===== config.mk =====
export PLATFORM = sky130hd
export DESIGN_NAME = pc_sequencer
export DESIGN_NICKNAME = d
export VERILOG_FILES = /design/src/rtl/pc_sequencer.sv
export SDC_FILE = /design/constraint.sdc
export NUM_CORES = 1
export LEC_CHECK = 0
export ABC_AREA = 1
export CAP_MARGIN = 40
export CORE_AREA = 2 2 50 52
export CTS_CLUSTER_SIZE = 40
export DETAILED_ROUTE_END_ITERATION = 6
export DIE_AREA = 0 0 52 54
export PLACE_DENSITY = 0.76
export SLEW_MARGIN = 20
export SYNTH_ARGS = -nofsm -noshare
export SYNTH_HDL_FRONTEND = slang
export SYNTH_SLANG_ARGS = --single-unit

===== constraint.sdc =====
create_clock -name clk -period 1.3 [get_ports clk]
set_clock_uncertainty 0.1 [all_clocks]
set_input_delay 0.195 -clock clk [delete_from_list [all_inputs] [get_ports clk]]
set_output_delay 0.195 -clock clk [all_outputs]
set_load 0.01 [all_outputs]

===== src/rtl/pc_sequencer.sv =====
// pc_sequencer
//   Control-side driver for the PC datapath. After a start request it steps
//   instruction_A from FIRST_ADDR to LAST_ADDR (inclusive). In the first cycle
//   each address is presented, it issues one-cycle RegWrite/MemWrite strobes
//   decoded from per-address masks. A stall holds the current address without
//   repeating its strobes. A one-cycle done pulse marks completion, and a
//   saturating counter records retired instructions.
//
// Ports:
//   clk            system clock, rising edge
//   rst            asynchronous reset, active-low
//   start          run request, sampled only while idle
//   stall          hold the current instruction, suppressing strobes
//   instruction_A  instruction address to the datapath
//   RegWrite       register-file write strobe
//   MemWrite       data-memory write strobe
//   busy           high while running or holding
//   done           one-cycle completion pulse
//   retired        retired-instruction count, saturating at 255
module pc_sequencer #(
    parameter logic [2:0] FIRST_ADDR     = 3'd1,
    parameter logic [2:0] LAST_ADDR      = 3'd4,
    parameter logic [7:0] REG_WRITE_MASK = 8'b0000_0010,
    parameter logic [7:0] MEM_WRITE_MASK = 8'b0000_0100
) (
    input  logic       clk,
    input  logic       rst,
    input  logic       start,
    input  logic       stall,
    output logic [2:0] instruction_A,
    output logic       RegWrite,
    output logic       MemWrite,
    output logic       busy,
    output logic       done,
    output logic [7:0] retired
);

    typedef enum logic [1:0] {
        S_IDLE,
        S_RUN,
        S_HOLD,
        S_DONE
    } state_t;

    state_t     state;
    logic [2:0] next_addr;
    logic       at_last;
    logic [7:0] retired_inc;

    // next_addr cannot wrap: it is only used when instruction_A != LAST_ADDR <= 7.
    always_comb begin
        next_addr   = instruction_A + 3'd1;
        at_last     = (instruction_A == LAST_ADDR);
        retired_inc = (retired == 8'hFF) ? retired : retired + 8'd1;
    end

    always_ff @(posedge clk or negedge rst) begin
        if (!rst) begin
            state         <= S_IDLE;
            instruction_A <= '0;
            RegWrite      <= 1'b0;
            MemWrite      <= 1'b0;
            busy          <= 1'b0;
            done          <= 1'b0;
            retired       <= '0;
        end else begin
            case (state)
                S_IDLE: begin
                    RegWrite <= 1'b0;
                    MemWrite <= 1'b0;
                    busy     <= 1'b0;
                    done     <= 1'b0;
                    if (start) begin
                        state         <= S_RUN;
                        instruction_A <= FIRST_ADDR;
                        RegWrite      <= REG_WRITE_MASK[FIRST_ADDR];
                        MemWrite      <= MEM_WRITE_MASK[FIRST_ADDR];
                        busy          <= 1'b1;
                    end
                end

                // RUN and HOLD share their exits. Only entry into a new address
                // loads strobes, so a stall can never repeat a write.
                S_RUN, S_HOLD: begin
                    if (stall) begin
                        state    <= S_HOLD;
                        RegWrite <= 1'b0;
                        MemWrite <= 1'b0;
                    end else if (!at_last) begin
                        state         <= S_RUN;
                        instruction_A <= next_addr;
                        RegWrite      <= REG_WRITE_MASK[next_addr];
                        MemWrite      <= MEM_WRITE_MASK[next_addr];
                        retired       <= retired_inc;
                    end else begin
                        state    <= S_DONE;
                        RegWrite <= 1'b0;
                        MemWrite <= 1'b0;
                        busy     <= 1'b0;
                        done     <= 1'b1;
                        retired  <= retired_inc;
                    end
                end

                S_DONE: begin
                    state <= S_IDLE;
                    done  <= 1'b0;
                end

                default: begin
                    state    <= S_IDLE;
                    RegWrite <= 1'b0;
                    MemWrite <= 1'b0;
                    busy     <= 1'b0;
                    done     <= 1'b0;
                end
            endcase
        end
    end

endmodule


# After elaboration in Yosys (flattened, before gate mapping)

Memories as Yosys holds them, arrays and structs flattened.
Cells that the tools add are included.

Bitwise operators: 2
Muxes and demuxes: 23
Reduce and logical (&&, ||, !) cells: 8
Equality and inequality tests: 9
Magnitude comparators: 1
Add/subtract/negate cells: 2

Operators by type and width:

| operator                                                             | number |
|---|---|
| 1-bit two-way mux                                                    | 11 |
| 3-bit two-way mux                                                    | 3 |
| 8-bit by 1-bit adder with 8-bit output, second input constant        | 1 |
| 8-bit == test, second input constant                                 | 1 |
| 2-bit != test, second input constant                                 | 4 |
| 1-bit case mux with 2 select lines                                   | 4 |
| 2-bit two-way mux                                                    | 3 |
| 2-bit case mux with 3 select lines                                   | 1 |
| 3-bit case mux with 2 select lines                                   | 1 |
| 3-bit AND reduction                                                  | 2 |
| 2-bit == test, second input constant                                 | 2 |
| 3-bit by 4-bit < comparator with 1-bit output, second input constant | 1 |
| 4-bit AND reduction                                                  | 1 |
| 2-bit OR reduction                                                   | 2 |
| 3-bit by 1-bit adder with 3-bit output, second input constant        | 1 |
| 3-bit == test, second input constant                                 | 1 |
| 2-bit by 1-bit == test with 1-bit output, second input constant      | 1 |
| 2-bit logical NOT                                                    | 1 |
| 1-bit inverter                                                       | 2 |
| 2-bit AND reduction                                                  | 1 |
| 2-bit nonzero test                                                   | 1 |

Input bits: 4
Memories kept: 2
Memory bits (read-only): 16
Flip-flop bits (word level): 17

Memory list:

| name             | depth | bits a word | read ports | clocked after memory_dff | wr ports | line | RTL |
|---|---|---|---|---|---|---|---|
| (name not given) | 8     | 1           | 1          | 0                        | 0        | 93   | `MemWrite <= MEM_WRITE_MASK[next_addr];` |
| (name not given) | 8     | 1           | 1          | 0                        | 0        | 92   | `RegWrite <= REG_WRITE_MASK[next_addr];` |

# Logic depth before layout (Yosys ltp)

Gate-level depths: netlist (run 1).

Depth in word-level cells: 6
Depth in mapped cells: 8
Depth with buffers taken out: 8

# Least setup slack after synthesis (run 1)

No wires, ideal clock.

Kind: flip-flop to flip-flop
Start point: register state[1]
End point: register instruction_A[2]
Data arrival time: 1.171 ns
Path slack: -0.099 ns
Path buffers: 0
Library setup time: 0.128 ns
Stages on the path, launching flop included: 8
Cells stage by stage: dfrtp_1 > inv_1 > ha_1 > inv_2 > nand2_1 > o21ai_0 > o21ai_0 > o21ai_1

Cells in the longest elaborated chain, start to end: 4

RTL lines:

| element                                                                   | line | RTL |
|---|---|---|
| start: declaration                                                        | 45   | `state_t state;` |
| start signal: assignment                                                  | 59   | `state <= S_IDLE;` |
| start signal: assignment                                                  | 74   | `state <= S_RUN;` |
| start signal: assignment                                                  | 86   | `state <= S_HOLD;` |
| 2-bit by 1-bit == test with 1-bit output or 2-bit == test (tied branches) | 67   | `case (state)` |
| 2-bit OR reduction                                                        | 67   |  |
| 2-bit != test (no source line) or 2-bit nonzero test (tied branches)      | -    |  |
| 4-bit AND reduction (no source line)                                      | -    |  |
| end signal: assignment                                                    | 91   | `instruction_A <= next_addr;` |
| end: declaration                                                          | 30   | `output logic [2:0] instruction_A,` |

Parallel ways exist; a longest one is shown, timed or not.
A chain may end at the register's enable or synchronous reset.

# Final worst setup path (run 1)

Start point: register state[0]
End point: register retired[5]

Cells in the longest elaborated chain, start to end: 3

RTL lines:

| element                                                                   | line | RTL |
|---|---|---|
| 2-bit by 1-bit == test with 1-bit output or 2-bit == test (tied branches) | 67   |  |
| 2-bit OR reduction *                                                      | 67   |  |
| 3-bit AND reduction (no source line) *                                    | -    |  |
| end signal: assignment                                                    | 94   | `retired <= retired_inc;` |
| end signal: assignment                                                    | 101  | `retired <= retired_inc;` |
| end: declaration                                                          | 35   | `output logic [7:0] retired` |

Mark *: on every way between the ends. The rest lies on a longest branch, timed or not.

==> impl_metrics.env, run 1 <==
export IMPL_status="finished, violations left"
export IMPL_failed_checks="negative setup slack"
export IMPL_yosys_cell_types_count=21
export IMPL_synth_yosys_warnings=0
export IMPL_route_detailed_wl_per_inst_um=13.9
export IMPL_via_count_of_the_first_global_routing_pass=1007
export IMPL_dp_cells=190
export IMPL_place_gp_congestion=0.849
export IMPL_seqCellArea_um2=425
export IMPL_cts_root_buf="sky130_fd_sc_hd__clkbuf_4"
export IMPL_netlist_instances=121
export IMPL_wl_um=2980
export IMPL_num_rows=18
export IMPL_hold_path_class="in -> async"
export IMPL_first_iter_violations=8
export IMPL_post_synth_top_area_cell="sky130_fd_sc_hd__dfrtp_1"
export IMPL_area_of_combinational_cells_with_multiple_inputs_um2=673
export IMPL_design_final_nets=196
export IMPL_syn_nets=131
export IMPL_layoutNonFillerInstCount=215
export IMPL_maxSlewViolCount=0
export IMPL_postLayoutSetupSlackWorst_ns=-0.160
export IMPL_synth_seq_area_share=0.439
export IMPL_vias_after_detailed_routing=1037
export IMPL_fillerInstances=163
export IMPL_fin_hold_ws_ns=0.114
export IMPL_netlist_top_cells_area="sky130_fd_sc_hd__dfrtp_1, sky130_fd_sc_hd__nand2_1, sky130_fd_sc_hd__ha_1"
export IMPL_crit_chain="inv_2, ha_4, inv_8, nor2_8, buf_12, nand3_4, nand2_2, nand2_1"
export IMPL_crit_type="reg -> reg"
export IMPL_path_max_fanout=5
export IMPL_drv_max_cap_violation_count=0
export IMPL_grt_overflow_total=0
export IMPL_synth_seq_cells=17
export IMPL_setup_viol=18
export IMPL_initial_core_util=0.417
export IMPL_grt_util_all_layers=0.221
export IMPL_timing_fmax_ghz=0.685
export IMPL_maxSlewHeadroom=0.805
export IMPL_timing_critical_path_required_ns=1.40
export IMPL_route_met2_wl_um=1620
export IMPL_die_height_um=54
export IMPL_worstPathArrival_ns=1.56
export IMPL_die_width_um=52
export IMPL_routedLengthMet1_um=1200
export IMPL_combined_area_of_all_synthesized_cells_um2=968
export IMPL_clkLatencyLatePin_ns=0.30
export IMPL_synth_top_area_share=0.439
export IMPL_route_antenna_remaining_nets=0
export IMPL_floorplan_core_area_um2=2320
export IMPL_grt_start_max_net_pins=18
export IMPL_hpwlAfterDp_um=1810
export IMPL_total_clock_buffers_created_by_cts=3
export IMPL_first_pass_grt_wire_length_um=4440
export IMPL_critical_path_max_stage_delay_ns=0.38
export IMPL_vdd_ir_drop_max_uv=1970
export IMPL_port_buffers=18
export IMPL_numClockSinks=17
export IMPL_hold_violations=0
export IMPL_antenna_cells=0
export IMPL_share_of_cells_above_drive_strength_1=0.497
export IMPL_setup_tns_final_ns=-2.11
export IMPL_cts_buffer_depth=2
export IMPL_ioPinCount=19
export IMPL_met3RoutedLength_um=100
export IMPL_place_worst_setup_slack_ns=-0.111
export IMPL_timing_critical_path_to_type="flop"
export IMPL_grt_setup_unrepaired="true"
export IMPL_final_min_period_over_clock_period=1.12
export IMPL_clk_pin_slew_ns=0.10
export IMPL_synth_enable_flop_cells=0
export IMPL_worstSetupStartpointType="flop"
export IMPL_synth_top_cells_by_count="sky130_fd_sc_hd__nand2_1, sky130_fd_sc_hd__dfrtp_1, sky130_fd_sc_hd__inv_1"
export IMPL_period_needed_ns=1.46
export IMPL_ff2ff_setup_slack_ns=-0.16
export IMPL_power_leakage_nw=0.900
export IMPL_top_layer="met4"
export IMPL_initial_antenna_violation_count=0
export IMPL_cts_tree="built"
export IMPL_htreeDepth=1
export IMPL_crit_slowest_cell="sky130_fd_sc_hd__dfrtp_1"
export IMPL_area_growth_pct=80.5
export IMPL_worst_pin_slew_ns=0.291
export IMPL_cts_hold_buffers_added=0
export IMPL_drtPass1Iterations=4
export IMPL_top_count_cell_post_synth="sky130_fd_sc_hd__nand2_1"
export IMPL_powerDensity_nw_per_um2=2410
export IMPL_area_of_all_placed_cells_without_fillers_um2=1750
export IMPL_synth_avg_cell_area_um2=8.00
export IMPL_fp_dieArea_um2=2810
export IMPL_fraction_of_registers_with_async_set_or_reset_after_synthesis=1.00
export IMPL_vias_per_cell=4.82
export IMPL_remaining_drc_errors=0
export IMPL_synth_top_flop_cell="sky130_fd_sc_hd__dfrtp_1"
export IMPL_post_dp_cell_area_um2=1380
==> cell families after synthesis <==
logic type	after synthesis	synth area share
AOI/OAI and AO/OA	8	0.0465
xor gates and xnor gates	4	0.0362
adders and majority gates	6	0.0775
buffers and inverters	16	0.0646
DFF	17	0.439
and+or+nand+nor	70	0.336
==> stage by stage <==
stage,power (W),utilization
2_1_floorplan,0.00189,-
4_1_cts,0.00355,0.676
3_3_place_gp,0.00272,0.594
5_1_grt,0.00450,0.754
3_5_place_dp,0.00279,0.594
6_report,0.00421,0.754
==> sequential cells by signal, summed over array words and instances (netlist names) <==
| signal | count |
|---|---|
| retired | 8 |
| instruction_A | 3 |
| state | 2 |
| MemWrite | 1 |
| RegWrite | 1 |
| busy | 1 |
| done | 1 |
==> metal layers <==
metal	vias to the layer above	GRT usage
li1	509	-
met1	494	0.260
met2	29	0.397
met3	5	0.0278
met4	0	0.105
met5	-	0
==> report_power, final <==
group	leakage [nW]	total, W	switching [W]	internal (W)
sequential	0.220	0.000836	0.000122	0.000714
combinational	0.665	0.00308	0.00153	0.00155
clock	0.0150	0.000294	0.000174	0.000120
==> worst max-delay path: cells and delay by family (launching register included) <==
family	cells	cell delay, ns
AND/OR/NAND/NOR	4	0.33
buffers and inverters	3	0.24
adder cells (fa/ha/maj)	1	0.31
flip-flops	1	0.38
==> placed cells by master, fill, tap and decap left out, drive strengths merged <==
master         count
inv               15
clkdlybuf4s50      3
dfrtp             17
a21oi              1
nand4              4
ha                 6
clkdlybuf4s15     10
nor2              10
buf               43
clkinv             1
nand2             47
a22o               1
clkbuf             6
xnor2              4
dlygate4sd2        2
o21ai              5
o22ai              1
nand3              9
==> area by class of cell <==
cell class	count	area share
Clock buffer	4	0.0150
Inverter	16	0.0487
Multi-Input combinational cell	88	0.385
Sequential cell	17	0.243
Tap cell	30	0.0215
Timing Repair Buffer	60	0.286
==> path summary, 6_finish.rpt <==
kind	from	endpoint	cells past startpoint
worst max register to register	state[0]	retired[5]	8
worst min register to register	RegWrite	RegWrite	4
worst min-delay path	rst	instruction_A[0]	2
worst max-delay path	state[0]	retired[5]	8
max in group asynchronous	rst	MemWrite	2
min in group clk	RegWrite	RegWrite	4
==> repair_timing <==
| item | in CTS | in global routing |
|---|---|---|
| gates resized for setup | 42 | 38 |
| pin swaps | 13 | 9 |
| setup endpoints to repair | 30 | 29 |
| setup buffers | 12 | 9 |
No activity file was read; power rests on OpenSTA's default activity.
==> run 2: changes to the inputs <==
--- a/config.mk
+++ b/config.mk
@@ -7,11 +7,11 @@
 export LEC_CHECK = 0
 export ABC_AREA = 1
 export CAP_MARGIN = 40
-export CORE_AREA = 2 2 50 52
+export CORE_AREA = 5 5 51 53
 export CTS_CLUSTER_SIZE = 40
 export DETAILED_ROUTE_END_ITERATION = 6
-export DIE_AREA = 0 0 52 54
-export PLACE_DENSITY = 0.76
+export DIE_AREA = 0 0 56 58
+export PLACE_DENSITY = 0.78
 export SLEW_MARGIN = 20
 export SYNTH_ARGS = -nofsm -noshare
 export SYNTH_HDL_FRONTEND = slang
==> constraint.sdc (replaced) <==
create_clock -name clk -period 1.7 [get_ports clk]
set_clock_uncertainty 0.1 [all_clocks]
set_input_delay 0.255 -clock clk [delete_from_list [all_inputs] [get_ports clk]]
set_output_delay 0.255 -clock clk [all_outputs]
set_load 0.01 [all_outputs]
==> impl_metrics.env, run 2 (synthesis gave the netlist of run 1 again) <==
export IMPL_crit_type="reg -> out"
export IMPL_critical_path_reg2reg_startpoint="state[1]"
export IMPL_grt_setup_unrepaired="false"
export IMPL_drtPass1Iterations=4
export IMPL_timing_critical_path_to_type="primary output"
export IMPL_vdd_ir_drop_max_uv=990
export IMPL_critPathTopFamily="buffers and inverters"
export IMPL_ioPinCount=19
export IMPL_total_clock_buffers_created_by_cts=3
export IMPL_r2r_end="instruction_A[2]"
export IMPL_cts_hold_buffers_added=0
export IMPL_floorplan_core_area_um2=2110
export IMPL_largest_register="retired"
export IMPL_largest_register_ffs=8
export IMPL_place_gp_congestion=0.885
export IMPL_setup_viol=0
export IMPL_hold_path_class="in -> async"
export IMPL_status="finished clean"
export IMPL_area_growth_pct=28.9
export IMPL_timing_fmax_ghz=0.616
export IMPL_remaining_drc_errors=0
export IMPL_path_max_fanout=5
export IMPL_r2r_worst_path_cells=7
export IMPL_hpwlAfterDp_um=1590
export IMPL_die_width_um=56
export IMPL_postLayoutSetupSlackWorst_ns=0.0777
export IMPL_share_of_cells_above_drive_strength_1=0.143
export IMPL_post_dp_cell_area_um2=1200
export IMPL_worst_pin_slew_ns=0.270
export IMPL_clkLatencyLatePin_ns=0.28
export IMPL_timing_critical_path_required_ns=1.34
export IMPL_grt_overflow_total=0
export IMPL_mostFrequentLayoutCells="sky130_fd_sc_hd__nand2_1, sky130_fd_sc_hd__clkdlybuf4s50_1, sky130_fd_sc_hd__dfrtp_1"
export IMPL_first_iter_violations=12
export IMPL_initial_core_util=0.460
export IMPL_numClockSinks=17
export IMPL_drv_max_cap_violation_count=0
export IMPL_wl_um=2020
export IMPL_num_rows=17
export IMPL_maxSlewHeadroom=0.820
export IMPL_layout_core_utilization=0.593
export IMPL_place_worst_setup_slack_ns=0.137
export IMPL_cts_root_buf="sky130_fd_sc_hd__clkbuf_4"
export IMPL_cts_tree="built"
export IMPL_worstPathArrival_ns=1.27
export IMPL_reg_largest_list="retired x8, instruction_A x3, state x2"
export IMPL_clk_pin_slew_ns=0.10
export IMPL_mostFrequentLayoutCell="sky130_fd_sc_hd__nand2_1"
export IMPL_first_pass_grt_wire_length_um=3590
export IMPL_die_height_um=58
export IMPL_p_total_w=0.00202
export IMPL_port_buffers=18
export IMPL_htreeDepth=1
export IMPL_period_needed_ns=1.62
export IMPL_vias_after_detailed_routing=862
export IMPL_ff2ff_setup_slack_ns=0.15
export IMPL_maxSlewViolCount=0
export IMPL_crit_chain="clkdlybuf4s50_1"
export IMPL_setup_tns_final_ns=0
export IMPL_grt_start_max_net_pins=18
export IMPL_hold_violations=0
export IMPL_critical_path_max_stage_delay_ns=0.56
export IMPL_area_of_all_placed_cells_without_fillers_um2=1250
export IMPL_initial_antenna_violation_count=0
export IMPL_grt_util_all_layers=0.138
export IMPL_fp_dieArea_um2=3250
export IMPL_fillerInstances=185
export IMPL_powerDensity_nw_per_um2=1620
export IMPL_route_antenna_remaining_nets=0
export IMPL_number_of_cells_on_the_critical_path=1
export IMPL_cp_buffers_inverters=1
export IMPL_antenna_cells=0
export IMPL_cts_buffer_depth=2
export IMPL_route_detailed_wl_per_inst_um=11.5
export IMPL_crit_slowest_cell="sky130_fd_sc_hd__clkdlybuf4s50_1"
export IMPL_power_leakage_nw=0.618
export IMPL_final_min_period_over_clock_period=0.954
export IMPL_design_final_nets=158
export IMPL_vias_per_cell=4.93
export IMPL_worstSetupStartpointType="flop"
export IMPL_via_count_of_the_first_global_routing_pass=814
## run 2: changes by cell type in the layout (fill, tap and decap cells not counted), sizes merged
cell | before | now
buf | 43 | 4
clkdlybuf4s50 | 3 | 17
clkdlybuf4s15 | 10 | 0
clkbuf | 6 | 4
dlygate4sd2 | 2 | 0
dlymetal6s2s | 0 | 1
## run 2: how the worst max path moves through the flow
stage	start	slack (ns)	end
after floorplan	state[1]	0.30	instruction_A[2]
after global placement	stall	0.13	instruction_A[0]
after detailed placement	stall	0.14	instruction_A[0]
after CTS	retired[2]	0.006	retired[2]
after global routing	state[1]	0.003	instruction_A[2]
final	instruction_A[0]	0.08	instruction_A[0]
## run 2: metrics by stage
stage                     hold slack (ns)  instances
final                               0.187        175
after global routing                0.193        175
after CTS                           0.187        173
after detailed placement            0.374        169
after global placement              0.369        169
after floorplan                    -0.141        121
## run 2: what timing repair did
action | 4_1_cts | 5_1_grt
endpoints found under the setup margin | 0 | 8
gates resized for setup | 0 | 5
buffers inserted | 0 | 2
## run 2: power breakdown
group	internal, W	switching [W]
sequential	0.000550	0.000139
clock	0.0000910	0.000121
combinational	0.000492	0.000625
total	0.00113	0.000885
## run 2: area by class of cell
class                   instances  area, um2  area share
well taps                      28       35.0      0.0281
clock buffers                   4       26.3      0.0210
repair buffers                 22        213       0.170
inverters                      16       62.6      0.0501
multi-input cells              88        483       0.387
flip-flops and latches         17        429       0.344
## run 2: per-layer routing
metal	GRT usage	vias up	wire, um
li1	-	440	-
met5	0	-	0
met1	0.180	393	926
met4	0.0576	0	10
met3	0.0312	2	110
met2	0.224	27	972
==> run 3: changes to the inputs <==
--- a/config.mk
+++ b/config.mk
@@ -11,7 +11,7 @@
 export CTS_CLUSTER_SIZE = 40
 export DETAILED_ROUTE_END_ITERATION = 6
 export DIE_AREA = 0 0 56 58
-export PLACE_DENSITY = 0.78
+export PLACE_DENSITY = 0.75
 export SLEW_MARGIN = 20
 export SYNTH_ARGS = -nofsm -noshare
 export SYNTH_HDL_FRONTEND = slang
==> impl_metrics.env, run 3 (synthesis gave the netlist of run 1 again) <==
export IMPL_status="finished clean"
export IMPL_reg_largest_list="retired x8, instruction_A x3, state x2"
export IMPL_worstPathArrival_ns=1.27
export IMPL_die_height_um=58
export IMPL_initial_antenna_violation_count=0
export IMPL_p_total_w=0.00203
export IMPL_powerDensity_nw_per_um2=1620
export IMPL_timing_critical_path_to_type="primary output"
export IMPL_setup_viol=0
export IMPL_design_final_nets=158
export IMPL_first_pass_grt_wire_length_um=3900
export IMPL_worstSetupStartpointType="flop"
export IMPL_wl_um=2090
export IMPL_clk_pin_slew_ns=0.10
export IMPL_largest_register="retired"
export IMPL_mostFrequentLayoutCells="sky130_fd_sc_hd__nand2_1, sky130_fd_sc_hd__clkdlybuf4s50_1, sky130_fd_sc_hd__inv_1"
export IMPL_largest_register_ffs=8
export IMPL_drv_max_cap_violation_count=0
export IMPL_grt_util_all_layers=0.151
export IMPL_postLayoutSetupSlackWorst_ns=0.0719
export IMPL_place_worst_setup_slack_ns=0.118
export IMPL_cts_root_buf="sky130_fd_sc_hd__clkbuf_4"
export IMPL_remaining_drc_errors=0
export IMPL_first_iter_violations=12
export IMPL_place_gp_congestion=0.897
export IMPL_ioPinCount=19
export IMPL_period_needed_ns=1.63
export IMPL_critPathTopFamily="buffers and inverters"
export IMPL_share_of_cells_above_drive_strength_1=0.163
export IMPL_setup_tns_final_ns=0
export IMPL_hpwlAfterDp_um=1590
export IMPL_crit_type="reg -> out"
export IMPL_timing_fmax_ghz=0.614
export IMPL_layout_core_utilization=0.594
export IMPL_cp_buffers_inverters=1
export IMPL_hold_violations=0
export IMPL_die_width_um=56
export IMPL_floorplan_core_area_um2=2110
export IMPL_worst_pin_slew_ns=0.276
export IMPL_cts_buffer_depth=2
export IMPL_power_leakage_nw=0.601
export IMPL_antenna_cells=0
export IMPL_final_min_period_over_clock_period=0.958
export IMPL_crit_slowest_cell="sky130_fd_sc_hd__clkdlybuf4s50_1"
export IMPL_total_clock_buffers_created_by_cts=3
export IMPL_area_growth_pct=29.1
export IMPL_port_buffers=18
export IMPL_layoutNonFillerInstCount=175
export IMPL_crit_chain="clkdlybuf4s50_1"
export IMPL_fp_dieArea_um2=3250
export IMPL_drtPass1Iterations=4
export IMPL_grt_overflow_total=0
export IMPL_num_rows=17
export IMPL_cts_hold_buffers_added=0
export IMPL_mostFrequentLayoutCell="sky130_fd_sc_hd__nand2_1"
export IMPL_initial_core_util=0.460
export IMPL_hold_path_class="in -> async"
export IMPL_htreeDepth=1
export IMPL_via_count_of_the_first_global_routing_pass=911
export IMPL_grt_start_max_net_pins=18
export IMPL_critical_path_max_stage_delay_ns=0.56
export IMPL_numClockSinks=17
export IMPL_timing_critical_path_required_ns=1.34
export IMPL_clkLatencyLatePin_ns=0.29
export IMPL_grt_setup_unrepaired="false"
export IMPL_vias_per_cell=4.98
export IMPL_route_antenna_remaining_nets=0
export IMPL_vias_after_detailed_routing=871
export IMPL_maxSlewHeadroom=0.816
export IMPL_vdd_ir_drop_max_uv=768
export IMPL_path_max_fanout=5
export IMPL_maxSlewViolCount=0
export IMPL_dp_cells=169
export IMPL_route_detailed_wl_per_inst_um=12.0
export IMPL_cts_tree="built"
==> run 3: worst paths after layout <==
kind	from	endpoint	slack, ns	cells after the start
max	retired[0]	retired[0]	0.07	1
min	rst	retired[4]	0.19	2
max reg2reg	state[1]	instruction_A[1]	0.16	7
min reg2reg	MemWrite	MemWrite	0.39	2
max in group asynchronous	rst	retired[3]	1.10	2
min in group clk	MemWrite	MemWrite	0.39	2
==> run 3: final cells by class <==
type,count,area [um2]
inverter,16,62.6
tap,28,35.0
timing repair buffer,22,210
fill,180,856
multi-input combinational,88,483
sequential,17,433
clock buffer,4,26.3
==> run 3: report_power, final <==
| group | switching, W | leakage, nW | internal, W |
|---|---|---|---|
| clock | 0.000126 | 0.0150 | 0.0000913 |
| sequential | 0.000139 | 0.212 | 0.000555 |
| combinational | 0.000630 | 0.374 | 0.000490 |
| total | 0.000895 | 0.601 | 0.00114 |
==> run 3: metrics by stage <==
stage                     hold slack [ns]  instance area, um2
after floorplan                    -0.141                 968
after global placement              0.367                1200
after detailed placement            0.366                1200
after CTS                           0.189                1230
after global routing                0.221                1250
final                               0.187                1250
==> run 3: routing by layer <==
layer,track usage,part of all wire,up-vias
met5,0,0,-
met4,0.0712,0.026,0
met3,0.0356,0.049,7
met2,0.265,0.49,20
met1,0.174,0.44,411
li1,-,-,433
==> run 3: what timing repair did <==
item	4_1_cts	5_1_grt
endpoints found under the setup margin	1	8
gates resized for setup	1	7
setup buffers	0	2
hold endpoints to repair	0	0
==> run 3: worst reg2reg max path, delay by kind of cell (launching register included) <==
kind / cells / cell delay, ns
AND/OR/NAND/NOR: 2 / 0.15
AO/OA/AOI/OAI: 2 / 0.26
flip-flops: 1 / 0.39
buffers and inverters: 2 / 0.15
adder cells (fa/ha/maj): 1 / 0.38
